<file path="src/rtl/conv_scan_ctrl_pkg.sv">
// Shared definitions for the convolution scan controller: FSM state
// encoding and the bit offset of one element inside the packed result map.
package conv_scan_ctrl_pkg;

  typedef enum logic [2:0] {
    ST_IDLE    = 3'd0,
    ST_LOAD    = 3'd1,
    ST_WAIT    = 3'd2,
    ST_ADVANCE = 3'd3,
    ST_FINISH  = 3'd4
  } scan_state_e;

  // Bit offset of element (r,c); the map is row-major, element 0 at the MSB end.
  function automatic int unsigned res_offset(input int unsigned r,
                                             input int unsigned c,
                                             input int unsigned len,
                                             input int unsigned dw);
    return (r * len + c) * dw;
  endfunction

endpackage

</file>
<file path="src/rtl/conv_anchor_counter.sv">
// Row/column window counters with wrap, a last-window flag, and the
// stride-scaled anchors of the position the counters move to next.
module conv_anchor_counter #(
  parameter int data_width    = 16,
  parameter int result_length = 2,
  parameter int result_width  = 2,
  parameter int stride        = 1,
  localparam int RW = $clog2(result_width) + 1,
  localparam int CW = $clog2(result_length) + 1
) (
  input  logic                  clk,
  input  logic                  rst_n,
  input  logic                  clr_i,
  input  logic                  step_i,
  output logic [RW-1:0]         row_o,
  output logic [CW-1:0]         col_o,
  output logic                  last_o,
  output logic [data_width-1:0] anchor_2d_nxt_o,
  output logic [data_width-1:0] anchor_1d_nxt_o
);

  localparam logic [RW-1:0]         ROW_LAST = RW'(result_width - 1);
  localparam logic [CW-1:0]         COL_LAST = CW'(result_length - 1);
  localparam logic [data_width-1:0] STRIDE_W = data_width'(stride);

  logic [RW-1:0] row_q, row_d;
  logic [CW-1:0] col_q, col_d;
  logic          row_end, col_end;

  assign row_end = (row_q == ROW_LAST);
  assign col_end = (col_q == COL_LAST);

  // Next counter position: clear on scan start, otherwise step column-first.
  always_comb begin
    row_d = row_q;
    col_d = col_q;
    if (clr_i) begin
      row_d = '0;
      col_d = '0;
    end else if (step_i) begin
      if (col_end) begin
        col_d = '0;
        row_d = row_end ? '0 : row_q + 1'b1;
      end else begin
        col_d = col_q + 1'b1;
      end
    end
  end

  // Counter state.
  always_ff @(posedge clk or negedge rst_n) begin
    if (!rst_n) begin
      row_q <= '0;
      col_q <= '0;
    end else begin
      row_q <= row_d;
      col_q <= col_d;
    end
  end

  assign row_o           = row_q;
  assign col_o           = col_q;
  assign last_o          = row_end && col_end;
  assign anchor_2d_nxt_o = data_width'(row_d) * STRIDE_W;
  assign anchor_1d_nxt_o = data_width'(col_d) * STRIDE_W;

endmodule

</file>
<file path="src/rtl/conv_scan_ctrl.sv">
// Scan controller: walks the window anchors over the output grid, waits for
// one MAC result per window and packs the results into a flat map.
module conv_scan_ctrl
  import conv_scan_ctrl_pkg::*;
#(
  parameter int data_width    = 16,
  parameter int result_length = 2,
  parameter int result_width  = 2,
  parameter int stride        = 1,
  parameter int mac_timeout   = 64
) (
  input  logic                  clk,
  input  logic                  reset,
  input  logic                  start,
  input  logic                  mac_valid,
  input  logic [data_width-1:0] mac_result,
  output logic                  conv_en,
  output logic [data_width-1:0] archor_2D,
  output logic [data_width-1:0] archor_1D,
  output logic [0:result_width*result_length*data_width-1] result,
  output logic                  busy,
  output logic                  done,
  output logic                  error
);

  localparam int N_BITS = result_width * result_length * data_width;
  localparam int OW     = (N_BITS > 1) ? $clog2(N_BITS) : 1;
  localparam int RW     = $clog2(result_width) + 1;
  localparam int CW     = $clog2(result_length) + 1;
  localparam int TW     = (mac_timeout > 1) ? $clog2(mac_timeout) : 1;
  localparam logic [TW-1:0] TMO_LAST = TW'((mac_timeout > 0) ? mac_timeout - 1 : 0);
  localparam bit TMO_EN = (mac_timeout != 0);

  scan_state_e           state_q;
  logic                  conv_en_q, busy_q, done_q, error_q;
  logic [data_width-1:0] anchor_2d_q, anchor_1d_q;
  logic [0:N_BITS-1]     result_q;
  logic [TW-1:0]         tmo_q;

  logic [RW-1:0]         row;
  logic [CW-1:0]         col;
  logic                  last_win;
  logic [data_width-1:0] anchor_2d_nxt, anchor_1d_nxt;
  logic                  cnt_clr, cnt_step;
  logic [OW-1:0]         wr_off;

  assign cnt_clr  = (state_q == ST_IDLE) && start;
  assign cnt_step = (state_q == ST_ADVANCE);
  assign wr_off   = OW'(res_offset(32'(row), 32'(col), result_length, data_width));

  conv_anchor_counter #(
    .data_width   (data_width),
    .result_length(result_length),
    .result_width (result_width),
    .stride       (stride)
  ) u_cnt (
    .clk            (clk),
    .rst_n          (reset),
    .clr_i          (cnt_clr),
    .step_i         (cnt_step),
    .row_o          (row),
    .col_o          (col),
    .last_o         (last_win),
    .anchor_2d_nxt_o(anchor_2d_nxt),
    .anchor_1d_nxt_o(anchor_1d_nxt)
  );

  // Scan FSM with registered outputs, MAC timeout counter and result map.
  always_ff @(posedge clk or negedge reset) begin
    if (!reset) begin
      state_q     <= ST_IDLE;
      conv_en_q   <= 1'b0;
      busy_q      <= 1'b0;
      done_q      <= 1'b0;
      error_q     <= 1'b0;
      anchor_2d_q <= '0;
      anchor_1d_q <= '0;
      result_q    <= '0;
      tmo_q       <= '0;
    end else begin
      done_q  <= 1'b0;
      error_q <= 1'b0;
      case (state_q)
        ST_IDLE: begin
          if (start) begin
            state_q     <= ST_LOAD;
            result_q    <= '0;
            busy_q      <= 1'b1;
            conv_en_q   <= 1'b1;
            anchor_2d_q <= '0;
            anchor_1d_q <= '0;
            tmo_q       <= '0;
          end
        end
        // Buffer latches the window during this cycle; MAC output is not yet meaningful.
        ST_LOAD: state_q <= ST_WAIT;
        ST_WAIT: begin
          if (mac_valid) begin
            result_q[wr_off +: data_width] <= mac_result;
            conv_en_q <= 1'b0;
            state_q   <= ST_ADVANCE;
          end else if (TMO_EN && (tmo_q == TMO_LAST)) begin
            error_q   <= 1'b1;
            busy_q    <= 1'b0;
            conv_en_q <= 1'b0;
            tmo_q     <= '0;
            state_q   <= ST_IDLE;
          end else begin
            tmo_q <= tmo_q + 1'b1;
          end
        end
        ST_ADVANCE: begin
          tmo_q <= '0;
          if (last_win) begin
            state_q <= ST_FINISH;
          end else begin
            state_q     <= ST_LOAD;
            conv_en_q   <= 1'b1;
            anchor_2d_q <= anchor_2d_nxt;
            anchor_1d_q <= anchor_1d_nxt;
          end
        end
        ST_FINISH: begin
          done_q      <= 1'b1;
          busy_q      <= 1'b0;
          anchor_2d_q <= '0;
          anchor_1d_q <= '0;
          state_q     <= ST_IDLE;
        end
        default: state_q <= ST_IDLE;
      endcase
    end
  end

  assign conv_en   = conv_en_q;
  assign archor_2D = anchor_2d_q;
  assign archor_1D = anchor_1d_q;
  assign result    = result_q;
  assign busy      = busy_q;
  assign done      = done_q;
  assign error     = error_q;

endmodule

</file>
<file path="config.mk">
export PLATFORM = sky130hd
export DESIGN_NAME = conv_scan_ctrl
export DESIGN_NICKNAME = d
export VERILOG_FILES = /design/src/rtl/conv_scan_ctrl_pkg.sv /design/src/rtl/conv_anchor_counter.sv /design/src/rtl/conv_scan_ctrl.sv
export SDC_FILE = /design/constraint.sdc
export NUM_CORES = 1
export LEC_CHECK = 0
export CORE_MARGIN = 5
export CORE_UTILIZATION = 47
export DETAILED_ROUTE_END_ITERATION = 10
export HOLD_SLACK_MARGIN = 0.02
export PLACE_DENSITY = 0.89
export SETUP_SLACK_MARGIN = 0.05
export SYNTH_ARGS = -nofsm -noshare
export SYNTH_HDL_FRONTEND = slang
export SYNTH_SLANG_ARGS = --single-unit
</file>
<file path="constraint.sdc">
create_clock -name clk -period 1.8 [get_ports clk]
set_clock_uncertainty 0.15 [all_clocks]
set_input_delay 0.36 -clock clk [delete_from_list [all_inputs] [get_ports clk]]
set_output_delay 0.36 -clock clk [all_outputs]
set_load 0.02 [all_outputs]
</file>
==> metrics.cfg, run 1 <==
[final_layout]
antenna_cells=0
final_cell_mix=dfrtp_1, dlygate4sd2_1, nand2_1
drive_above_1_share_pct=22.3
multi_input_area_um2=1710
area_delta_synth_final_pct=45.5
seqCellArea_um2=2130
nets=544
fill_cells=611
mostFrequentLayoutCell=dfrtp_1
final_util_pct=69.0

[critical_path]
worstPathRequired_ns=1.92
reg2regPathDepth=7
critPathKind=register to register
end_kind=register
startpoint_type=register
path_max_fanout=7
cp.arrival_ns=1.90

[die]
die_w_um=100
die_h_um=100
die_area_um2=10100
rows=33
initial_utilization_pct=47.4
coreArea_um2=8090
ioPinCount=120

[clock_tree]
worst_skew_pair.late_latency_ns=0.36
clk_pin_slew_worst_paths_ns=0.09
clock-root-buffer=clkbuf_8
cts_buffers=9
cts_tree=yes
ctsLongestPathBuffers=2
clkSinkCount=85
htree_levels=3

[yosys]
synth_cells=402
synth_edf_count=0
seq_area_frac_synth_pct=55.4
avgSynthCellArea_um2=9.55
syn-cell-area_um2=3840
ys_ff_latch=85
yosys_warnings=0
synthArstFlopShare_pct=100
yosysUniqueCellTypes=41
ys.flop_type=dfrtp_1

[power_and_ir_drop]
powerDensity_nw_per_um2=1460
intPower_uw=4790
vdd_drop_max_uv=866
power_frac_comb_pct=48.1
p_total_uw=8140
p_sw_share_pct=41.2
p_switching_uw=3350
total_leakage_power_uw=0.00270
seqPwrFrac_pct=34.1
clockPowerShare_pct=17.9

[sta]
timing.final.crit_share_pct=98.5
slew_violations=0
finalSetupViolCount=0
hold_viol_final=0
tns_ns=0
fin_crit_ns=1.77
rsz0062_at_grt=yes
max_freq_mhz=564

[place]
globalplace.congestion=0.886
dp_hpwl_um=7170
io_buffers=91

[global_routing]
grt_max_degree=86
overflow=0
grt_pass1_wl_um=16300
antenna_found_initial=0
grt_usage_pct=20.4
grt_pass1_vias=3210

[flow_run]
maxCapViolCount=0

[route]
dr.pass1.iters=5
drt_iter0_markers=243
ant_nets=0
wl_per_cell_um=17.8
routed-via-count=3473
routed_wl_um=11300
post-route-drc-count=0
viasPerCell=5.49

[worst_hold_path]
worst_hold_path_type=register to register
whs_path_depth=1

[status]
run_status=complete, no violations

metrics by stage:
stage	std cells	instance area, um^2	worst slack [ns]	hold slack (ns)
finish	633	5590	0.0265	0.328
global route	633	5590	-0.0542	0.366
CTS	621	5230	0.0237	0.330
floorplan	429	3940	0.185	-0.0856
detailed placement	599	4990	-0.267	0.276
global placement	599	4990	-0.204	0.269
area by class of cell:
cell class                 count  area share (%)
sequential                    85            38.2
tap                          105            2.35
inverter                       4           0.336
clock buffer                  12            2.96
timing repair buffer         140            24.6
clock inverter                 4           0.963
multi-input combinational    283            30.6
routing by layer:
layer  track usage, %  vias up  routed length, um
li1                 -     1589                  -
met1             29.1     1725               4810
met2             30.4      140               5500
met3             4.59       19                783
met4             7.98        0                193
met5                0        -                  0
final timing paths:
path	start	to	slack [ns]
worst min register to register	archor_1D[0]$_DFFE_PN0P_	archor_1D[0]$_DFFE_PN0P_	0.33
worst min-delay path	archor_1D[0]$_DFFE_PN0P_	archor_1D[0]$_DFFE_PN0P_	0.33
worst max-delay path	u_cnt.row_o[0]$_DFF_PN0_	result[39]$_DFFE_PN0P_	0.03
min in group asynchronous	reset	error$_DFF_PN0_	0.41
max in group asynchronous	reset	state_q[0]$_DFFE_PN0P_	0.69
worst max register to register	u_cnt.row_o[0]$_DFF_PN0_	result[39]$_DFFE_PN0P_	0.03
registers in the layout (all words and copies together), names as in the netlist:
signal	flops
state_q	3
u_cnt.row_o	2
error	1
busy	1
archor_2D	2
conv_en	1
result	64
tmo_q	6
done	1
archor_1D	2
u_cnt.col_o	2
repair_timing:
item / CTS / global route
hold buffers: 1 / 0
hold endpoints to repair: 85 / 0
setup endpoints to repair: 97 / 57
setup buffers: 4 / 9
pin swaps: 2 / 4
resized for setup: 81 / 63
cloned: 1 / 3
worst max-delay path: stages (launching register included):
cell and delay, ns:
dfrtp_1 0.44, xnor2_2 0.16, buf_4 0.16, nor4_4 0.26
buf_4 0.19, clkbuf_16 0.15, nand3_1 0.08, o21ai_0 0.10
cell usage after synthesis (all sizes together), types with 2 or more instances:
cell type | n | area, um^2
o21ai | 69 | 345
mux2 | 2 | 22.5
or2 | 3 | 18.8
nor2 | 8 | 30.0
clkbuf | 9 | 33.8
a22o | 2 | 17.5
dfrtp | 85 | 2130
nand3 | 68 | 340
a21oi | 6 | 30.0
a31oi | 2 | 12.5
nor2b | 3 | 18.8
nor3 | 6 | 30.0
o211ai | 2 | 15.0
or3 | 2 | 12.5
nand2 | 52 | 195
buf | 48 | 309
inv | 4 | 15.0
nand2b | 4 | 25.0
o32ai | 4 | 35.0
nand4 | 3 | 18.8
nor4 | 2 | 25.0
xnor2 | 2 | 17.5
power by group through the flow:
stage / clock [uW] / combinational, uW / sequential (uW)
2_1_floorplan: 0 / 1410 / 3190
3_3_place_gp: 0 / 3430 / 2780
3_5_place_dp: 0 / 3520 / 2780
4_1_cts: 1470 / 3470 / 2740
5_1_grt: 1560 / 4210 / 2820
6_report: 1450 / 3910 / 2770
logic make-up after synthesis:
kind of cell	after synthesis	synth area share (%)
AO/OA/AOI/OAI	91	13.2
XOR/XNOR	3	0.684
adder cells (fa/ha/maj)	1	0.326
buffers and inverters	61	9.32
flip-flops	85	55.4
multiplexers	3	0.847
other	1	0.0977
AND/OR/NAND/NOR	157	20.2
No activity file was read; power rests on OpenSTA's default activity.
==> run 2: changes to the inputs <==
--- a/config.mk
+++ b/config.mk
@@ -6,11 +6,12 @@
 export NUM_CORES = 1
 export LEC_CHECK = 0
 export CORE_MARGIN = 5
-export CORE_UTILIZATION = 47
+export CORE_UTILIZATION = 30
 export DETAILED_ROUTE_END_ITERATION = 10
 export HOLD_SLACK_MARGIN = 0.02
-export PLACE_DENSITY = 0.89
+export PLACE_DENSITY = 0.64
 export SETUP_SLACK_MARGIN = 0.05
+export SLEW_MARGIN = 20
 export SYNTH_ARGS = -nofsm -noshare
 export SYNTH_HDL_FRONTEND = slang
 export SYNTH_SLANG_ARGS = --single-unit
==> metrics.cfg, run 2 (synthesis gave the netlist of run 1 again) <==
[status]
run_status=complete, no violations  ; unchanged

[clock_tree]
worst_skew_pair.late_latency_ns=0.34  ; was 0.36 ns
ctsLongestPathBuffers=2  ; unchanged
clock-root-buffer=clkbuf_16  ; was clkbuf_8
cts_buffers=9  ; unchanged
clkSinkCount=85  ; unchanged
htree_levels=3  ; unchanged
cts_tree=yes  ; unchanged
clk_pin_slew_worst_paths_ns=0.06  ; was 0.09 ns

[die]
ioPinCount=120  ; unchanged
die_area_um2=15200  ; was 10100 um^2
die_w_um=123  ; was 100 um
die_h_um=123  ; was 100 um
rows=41  ; was 33
coreArea_um2=12600  ; was 8090 um^2
initial_utilization_pct=30.6  ; was 47.4%

[flow_run]
maxCapViolCount=0  ; unchanged

[critical_path]
critPathKind=register to register  ; unchanged
reg2reg_from=state_q[2]$_DFFE_PN0P_  ; was u_cnt.row_o[0]$_DFF_PN0_
path_max_fanout=15  ; was 7
regToRegSetupSlack_ns=0.08  ; was 0.03 ns
startpoint_type=register  ; unchanged
end_kind=register  ; unchanged
reg2regPathDepth=6  ; was 7
reg2reg_to=result[41]$_DFFE_PN0P_  ; was result[39]$_DFFE_PN0P_
crit_path_end=result[41]$_DFFE_PN0P_  ; was result[39]$_DFFE_PN0P_
worstPathRequired_ns=1.91  ; was 1.92 ns
cp.arrival_ns=1.84  ; was 1.90 ns
cp-startpoint=state_q[2]$_DFFE_PN0P_  ; was u_cnt.row_o[0]$_DFF_PN0_

[place]
place_area_um2=5080  ; was 4990 um^2
dp_hpwl_um=7850  ; was 7170 um
io_buffers=91  ; unchanged
globalplace.congestion=0.794  ; was 0.886

[route]
routed_wl_um=11600  ; was 11300 um
ant_nets=0  ; unchanged
post-route-drc-count=0  ; unchanged
drt_iter0_markers=233  ; was 243
wl_per_cell_um=16.5  ; was 17.8 um
routed-via-count=3370  ; was 3473
dr.pass1.iters=4  ; was 5
viasPerCell=4.79  ; was 5.49

[sta]
slew_violations=0  ; unchanged
rsz0062_at_grt=yes  ; unchanged
hold_viol_final=0  ; unchanged
finalSetupViolCount=0  ; unchanged
timing.final.crit_share_pct=95.8  ; was 98.5%
fin_crit_ns=1.72  ; was 1.77 ns
max_freq_mhz=580  ; was 564 MHz

[power_and_ir_drop]
total_leakage_power_uw=0.00273  ; was 0.00270 uW
p_total_uw=8420  ; was 8140 uW
powerDensity_nw_per_um2=1510  ; was 1460 nW/um^2
vdd_drop_max_uv=624  ; was 866 uV

[global_routing]
grt_max_degree=44  ; was 86
grt_usage_pct=14.2  ; was 20.4%
grt_pass1_wl_um=16600  ; was 16300 um
overflow=0  ; unchanged
grt_pass1_vias=3101  ; was 3210
antenna_found_initial=0  ; unchanged

[final_layout]
mostFrequentLayoutCell=dfrtp_1  ; unchanged
final_cell_mix=dfrtp_1, dlygate4sd2_1, nand3_1  ; was dfrtp_1, dlygate4sd2_1, nand2_1
antenna_cells=0  ; unchanged
area_delta_synth_final_pct=45.6  ; was 45.5%
fin_area_um2=5590  ; about the same
nets=547  ; was 544
largest_reg_flops=64  ; unchanged
drive_above_1_share_pct=15.1  ; was 22.3%

[worst_hold_path]
worst_hold_path_type=primary input to asynchronous set/reset pin  ; was register to register

run 2: cell count changes in the layout (fill, tap and decap cells not counted), moves of 4 or more:
cell       delta
nand3_1      +17
nand3_2      -16
o21ai_1      +11
o21ai_2       -6
dfrtp_2       -4
o21ai_0       -5
clkbuf_8     -11
clkbuf_16    +13
dfrtp_1       +4
run 2: area by class of cell:
cell class	instances	area [um^2]
Tap cell	172	215
Multi-Input combinational cell	283	1520
Timing Repair Buffer	143	1420
Clock buffer	12	246
Fill cell	1213	6980
Clock inverter	4	47.5
Inverter	4	15.0
Sequential cell	85	2130
run 2: report_power, final:
part           total (uW)  switching, uW  internal (uW)  leakage [uW]
registers            2730            340           2390       0.00116
logic                3830           2220           1620       0.00143
clock network        1850            742           1110      0.000143
run 2: through the flow:
stage | hold WS [ns] | util, % | std cells | setup slack [ns] | TNS [ns]
2_1_floorplan | -0.0856 | - | 429 | 0.185 | 0
3_3_place_gp | 0.166 | 40.4 | 667 | -0.258 | -11.01
3_5_place_dp | 0.173 | 40.4 | 667 | -0.273 | -12.73
4_1_cts | 0.349 | 42.1 | 684 | 0.0639 | 0
5_1_grt | 0.377 | 44.5 | 703 | -0.00483 | -0.00483
6_report | 0.346 | 44.5 | 703 | 0.0755 | 0
run 2: how the worst min path moves through the flow:
stage | slack [ns] | to | cells after the start
6_report | 0.35 | archor_2D[0]$_DFFE_PN0P_ | 2
5_1_grt | 0.38 | u_cnt.col_o[0]$_DFF_PN0_ | 2
4_1_cts | 0.35 | archor_2D[1]$_DFFE_PN0P_ | 2
3_5_place_dp | 0.17 | archor_2D[1]$_DFFE_PN0P_ | 1
3_3_place_gp | 0.17 | archor_2D[1]$_DFFE_PN0P_ | 1
2_1_floorplan | -0.09 | archor_1D[0]$_DFFE_PN0P_ | 0
run 2: worst max-delay path: stages (launching register included):
cell     delay [ns]
dfrtp_1        0.45
or2_4          0.31
nor4_4         0.23
buf_4          0.17
buf_12         0.13
nand3_1        0.09
o21ai_1        0.11
run 2: metal layers:
| metal | track usage, % | up-vias | share of wire, % |
|---|---|---|---|
| met2 | 19.2 | 125 | 45 |
| met4 | 6.85 | 0 | 2.7 |
| met5 | 0 | - | 0 |
| li1 | - | 1597 | - |
| met1 | 20.4 | 1628 | 45 |
| met3 | 4.44 | 20 | 6.9 |
run 2: repair_timing:
| action | 4_1_cts | 5_1_grt |
|---|---|---|
| setup endpoints to repair | 75 | 60 |
| buffers inserted | 0 | 12 |
| hold endpoints to repair | 26 | 0 |
| hold buffers | 1 | 0 |
| pin swaps | 0 | 6 |
| gates resized for setup | 73 | 29 |
| cloned | 0 | 7 |
==> run 3: changes to the inputs <==
--- a/config.mk
+++ b/config.mk
@@ -6,12 +6,13 @@
 export NUM_CORES = 1
 export LEC_CHECK = 0
 export CORE_MARGIN = 5
-export CORE_UTILIZATION = 30
+export CORE_UTILIZATION = 50
 export DETAILED_ROUTE_END_ITERATION = 10
-export HOLD_SLACK_MARGIN = 0.02
-export PLACE_DENSITY = 0.64
+export HOLD_SLACK_MARGIN = 0.08
+export PLACE_DENSITY = 0.89
 export SETUP_SLACK_MARGIN = 0.05
 export SLEW_MARGIN = 20
 export SYNTH_ARGS = -nofsm -noshare
 export SYNTH_HDL_FRONTEND = slang
+export SYNTH_HIERARCHICAL = 1
 export SYNTH_SLANG_ARGS = --single-unit
==> metrics.cfg, run 3 <==
[status]
run_status=finished with violations  ; was complete, no violations
violations=setup timing

[final_layout]
nets=669  ; was 547
final_cell_mix=dfrtp_1, clkbuf_2, nand2_1  ; was dfrtp_1, dlygate4sd2_1, nand3_1
area_delta_synth_final_pct=64.6  ; was 45.6%
mostFrequentLayoutCell=dfrtp_1  ; unchanged
largest_reg_flops=64  ; unchanged
drive_above_1_share_pct=51.6  ; was 15.1%
stdcell_count=795  ; was 703

[place]
io_buffers=119  ; was 91
dp.cells=723  ; was 667
dpl_worst_slack_ns=-0.606  ; was -0.273 ns
dp_hpwl_um=8790  ; was 7850 um
globalplace.congestion=0.834  ; was 0.794

[route]
ant_nets=0  ; unchanged
routed-via-count=5187  ; was 3370
dr.pass1.iters=7  ; was 4
post-route-drc-count=0  ; unchanged
drt_iter0_markers=678  ; was 233
routed_wl_um=23900  ; was 11600 um
viasPerCell=6.52  ; was 4.79
wl_per_cell_um=30.1  ; was 16.5 um

[critical_path]
critical_path.cell_chain=buf_6 > or2_4 > or4b_4 > buf_12 > o31ai_1  ; was or2_4 > nor4_4 > buf_4 > buf_12 > nand3_1 > o21ai_1
max_stage_delay_ns=0.62  ; was 0.45 ns
startpoint_type=register  ; unchanged
path_max_fanout=18  ; was 15
critPathKind=register to register  ; unchanged
end_kind=register  ; unchanged
regToRegSetupSlack_ns=-0.69  ; was 0.08 ns
cp_slowest_cell=o31ai_1  ; was dfrtp_1
cp.arrival_ns=2.70  ; was 1.84 ns
path_buf_inv=2  ; unchanged
worstPathRequired_ns=2.01  ; was 1.91 ns
path_delay_family=simple AND/OR/NAND/NOR gates  ; unchanged

[sta]
fin_crit_ns=2.49  ; was 1.72 ns
worstMarginPinSlew_ns=0.744
finalSetupViolCount=76  ; was 0
relSlewSlack_pct=50.0
rsz0062_at_grt=yes  ; unchanged
slew_violations=0  ; unchanged
max_freq_mhz=401  ; was 580 MHz
timing.final.crit_share_pct=139  ; was 95.8%
tns_ns=-10.95  ; was 0 ns
worst_slack_ns=-0.695  ; was 0.0755 ns
hold_viol_final=0  ; unchanged

[yosys]
synth_top_family_by_area=compound AO/OA/AOI/OAI gates  ; was simple AND/OR/NAND/NOR gates
synthAdderAreaFrac_pct=0.255  ; was 0.326%
synth_cells=465  ; was 402
synth_most_common_cell=dfrtp_1  ; unchanged
syn-cell-area_um2=4910  ; was 3840 um^2
synth_mux_area_share_pct=1.15  ; was 0.847%
ys_ff_latch=113  ; was 85
yosys_warnings=6  ; was 0
synth_commonest_cells=dfrtp_1, nand3_1, o21ai_0  ; unchanged
synth-compound-area-share_pct=16.2  ; was 13.2%
yosysUniqueCellTypes=48  ; was 41
synth_edf_count=0  ; unchanged
yosysTopAreaCell=dfrtp_1  ; unchanged
avgSynthCellArea_um2=10.6  ; was 9.55 um^2
ys.flop_type=dfrtp_1  ; unchanged
synthArstFlopShare_pct=100  ; unchanged
yosysTopAreaCellShare_pct=57.6  ; was 55.4%
seq_area_frac_synth_pct=57.6  ; was 55.4%
synth-simple-area-share_pct=14.9  ; was 20.2%
netlist_top_cells_area=dfrtp_1, nand3_1, a22o_1  ; was dfrtp_1, nand3_1, o21ai_0
synth_xor_area_share_pct=0.535  ; was 0.684%

[power_and_ir_drop]
vdd_drop_max_uv=1140  ; was 624 uV
powerDensity_nw_per_um2=1830  ; was 1510 nW/um^2
total_leakage_power_uw=0.00376  ; was 0.00273 uW

[clock_tree]
worst_skew_pair.late_latency_ns=0.54  ; was 0.34 ns
clock-root-buffer=clkbuf_8  ; was clkbuf_16
cts_tree=yes  ; unchanged
clkSinkCount=113  ; was 85
clk_pin_slew_worst_paths_ns=0.06  ; about the same
htree_levels=4  ; was 3
ctsLongestPathBuffers=2  ; unchanged
cts_buffers=17  ; was 9

[global_routing]
antenna_found_initial=1  ; was 0
grt_usage_pct=32.8  ; was 14.2%
grt_pass1_wl_um=28700  ; was 16600 um
overflow=0  ; unchanged
grt_pass1_vias=4964  ; was 3101
grt_max_degree=36  ; was 44

[die]
rows=36  ; was 41
ioPinCount=120  ; unchanged
coreArea_um2=9680  ; was 12600 um^2
die_w_um=109  ; was 123 um
die_area_um2=11900  ; was 15200 um^2
initial_utilization_pct=50.7  ; was 30.6%
die_h_um=109  ; was 123 um

[flow_run]
maxCapViolCount=0  ; unchanged

[worst_hold_path]
worst_hold_path_type=primary input to asynchronous set/reset pin  ; unchanged

## run 3: changes by cell type after synthesis, sizes merged, moves of 3 or more
| cell | delta |
|---|---|
| nand2 | -10 |
| inv | +16 |
| a21oi | -3 |
| clkbuf | +12 |
| nand2b | -3 |
| o31ai | +16 |
| nor3 | -3 |
| dfrtp | +28 |
| o21ai | -14 |
| buf | -6 |
| o32ai | -4 |
| a22o | +32 |
## run 3: where the power goes
group,leakage [uW],total (uW),internal [uW],switching (uW)
clock network,0.000256,3120,1790,1330
logic,0.00198,7580,3180,4400
registers,0.00153,4110,3360,744
total,0.00376,14800,8330,6470
## run 3: cells by family after synthesis
| group | count (synthesis) |
|---|---|
| simple gates | 142 |
| compound gates | 117 |
| mux | 5 |
| xor+xnor | 3 |
| flops | 113 |
| other cells | 1 |
| buf+inv | 83 |
| fa+ha+maj | 1 |
## run 3: metrics by stage
step / utilization [%] / total power, uW / cell area, um^2 / hold WS (ns)
floorplan: - / 6810 / 5140 / -0.0856
global placement: 66.4 / 8960 / 6430 / 0.194
detailed placement: 66.5 / 9170 / 6440 / 0.206
CTS: 81.3 / 13200 / 7870 / 0.203
global route: 83.5 / 15200 / 8090 / 0.225
finish: 83.5 / 14800 / 8090 / 0.187
## run 3: path summary, 6_finish.rpt
path	startpoint	end	depth (start not counted)
worst max-delay path	state_q[2]$_DFFE_PN0P_	result[54]$_DFFE_PN0P_	5
worst min-delay path	reset	result[56]$_DFFE_PN0P_	2
worst max register to register	state_q[2]$_DFFE_PN0P_	result[54]$_DFFE_PN0P_	5
worst min register to register	archor_2D[2]$_DFFE_PN0P_	archor_2D[2]$_DFFE_PN0P_	1
max in group asynchronous	reset	state_q[0]$_DFFE_PN0P_	3
min in group clk	archor_2D[2]$_DFFE_PN0P_	archor_2D[2]$_DFFE_PN0P_	1
## run 3: timing repair
action,in CTS,in global routing
gates resized for setup,325,225
pin swaps,18,42
endpoints found under the hold margin,113,0
cloned,12,3
hold buffers,1,0
buffers inserted,15,11
endpoints found under the setup margin,204,192
## run 3: per-layer routing
metal	up-vias	wire length [um]	track usage, %
met5	-	27	0
met4	4	2310	19.3
met3	202	2890	11.0
met2	498	10800	53.5
met1	2512	7900	37.5
li1	1971	-	-
## run 3: layout make-up
| type | count | area (um^2) |
|---|---|---|
| Clock inverter | 10 | 61.3 |
| Clock buffer | 22 | 463 |
| Fill cell | 431 | 1600 |
| Antenna cell | 1 | 2.50 |
| Inverter | 20 | 77.6 |
| Tap cell | 133 | 166 |
| Sequential cell | 113 | 2830 |
| Timing Repair Buffer | 199 | 1900 |
| Multi-Input combinational cell | 297 | 2590 |
## run 3: worst reg2reg max path: cells and delay by family, from the launching register on
kind,cells,cell delay (ns)
and+or+nand+nor,2,0.82
AOI/OAI and AO/OA,1,0.63
DFF,1,0.40
buffers and inverters,2,0.33
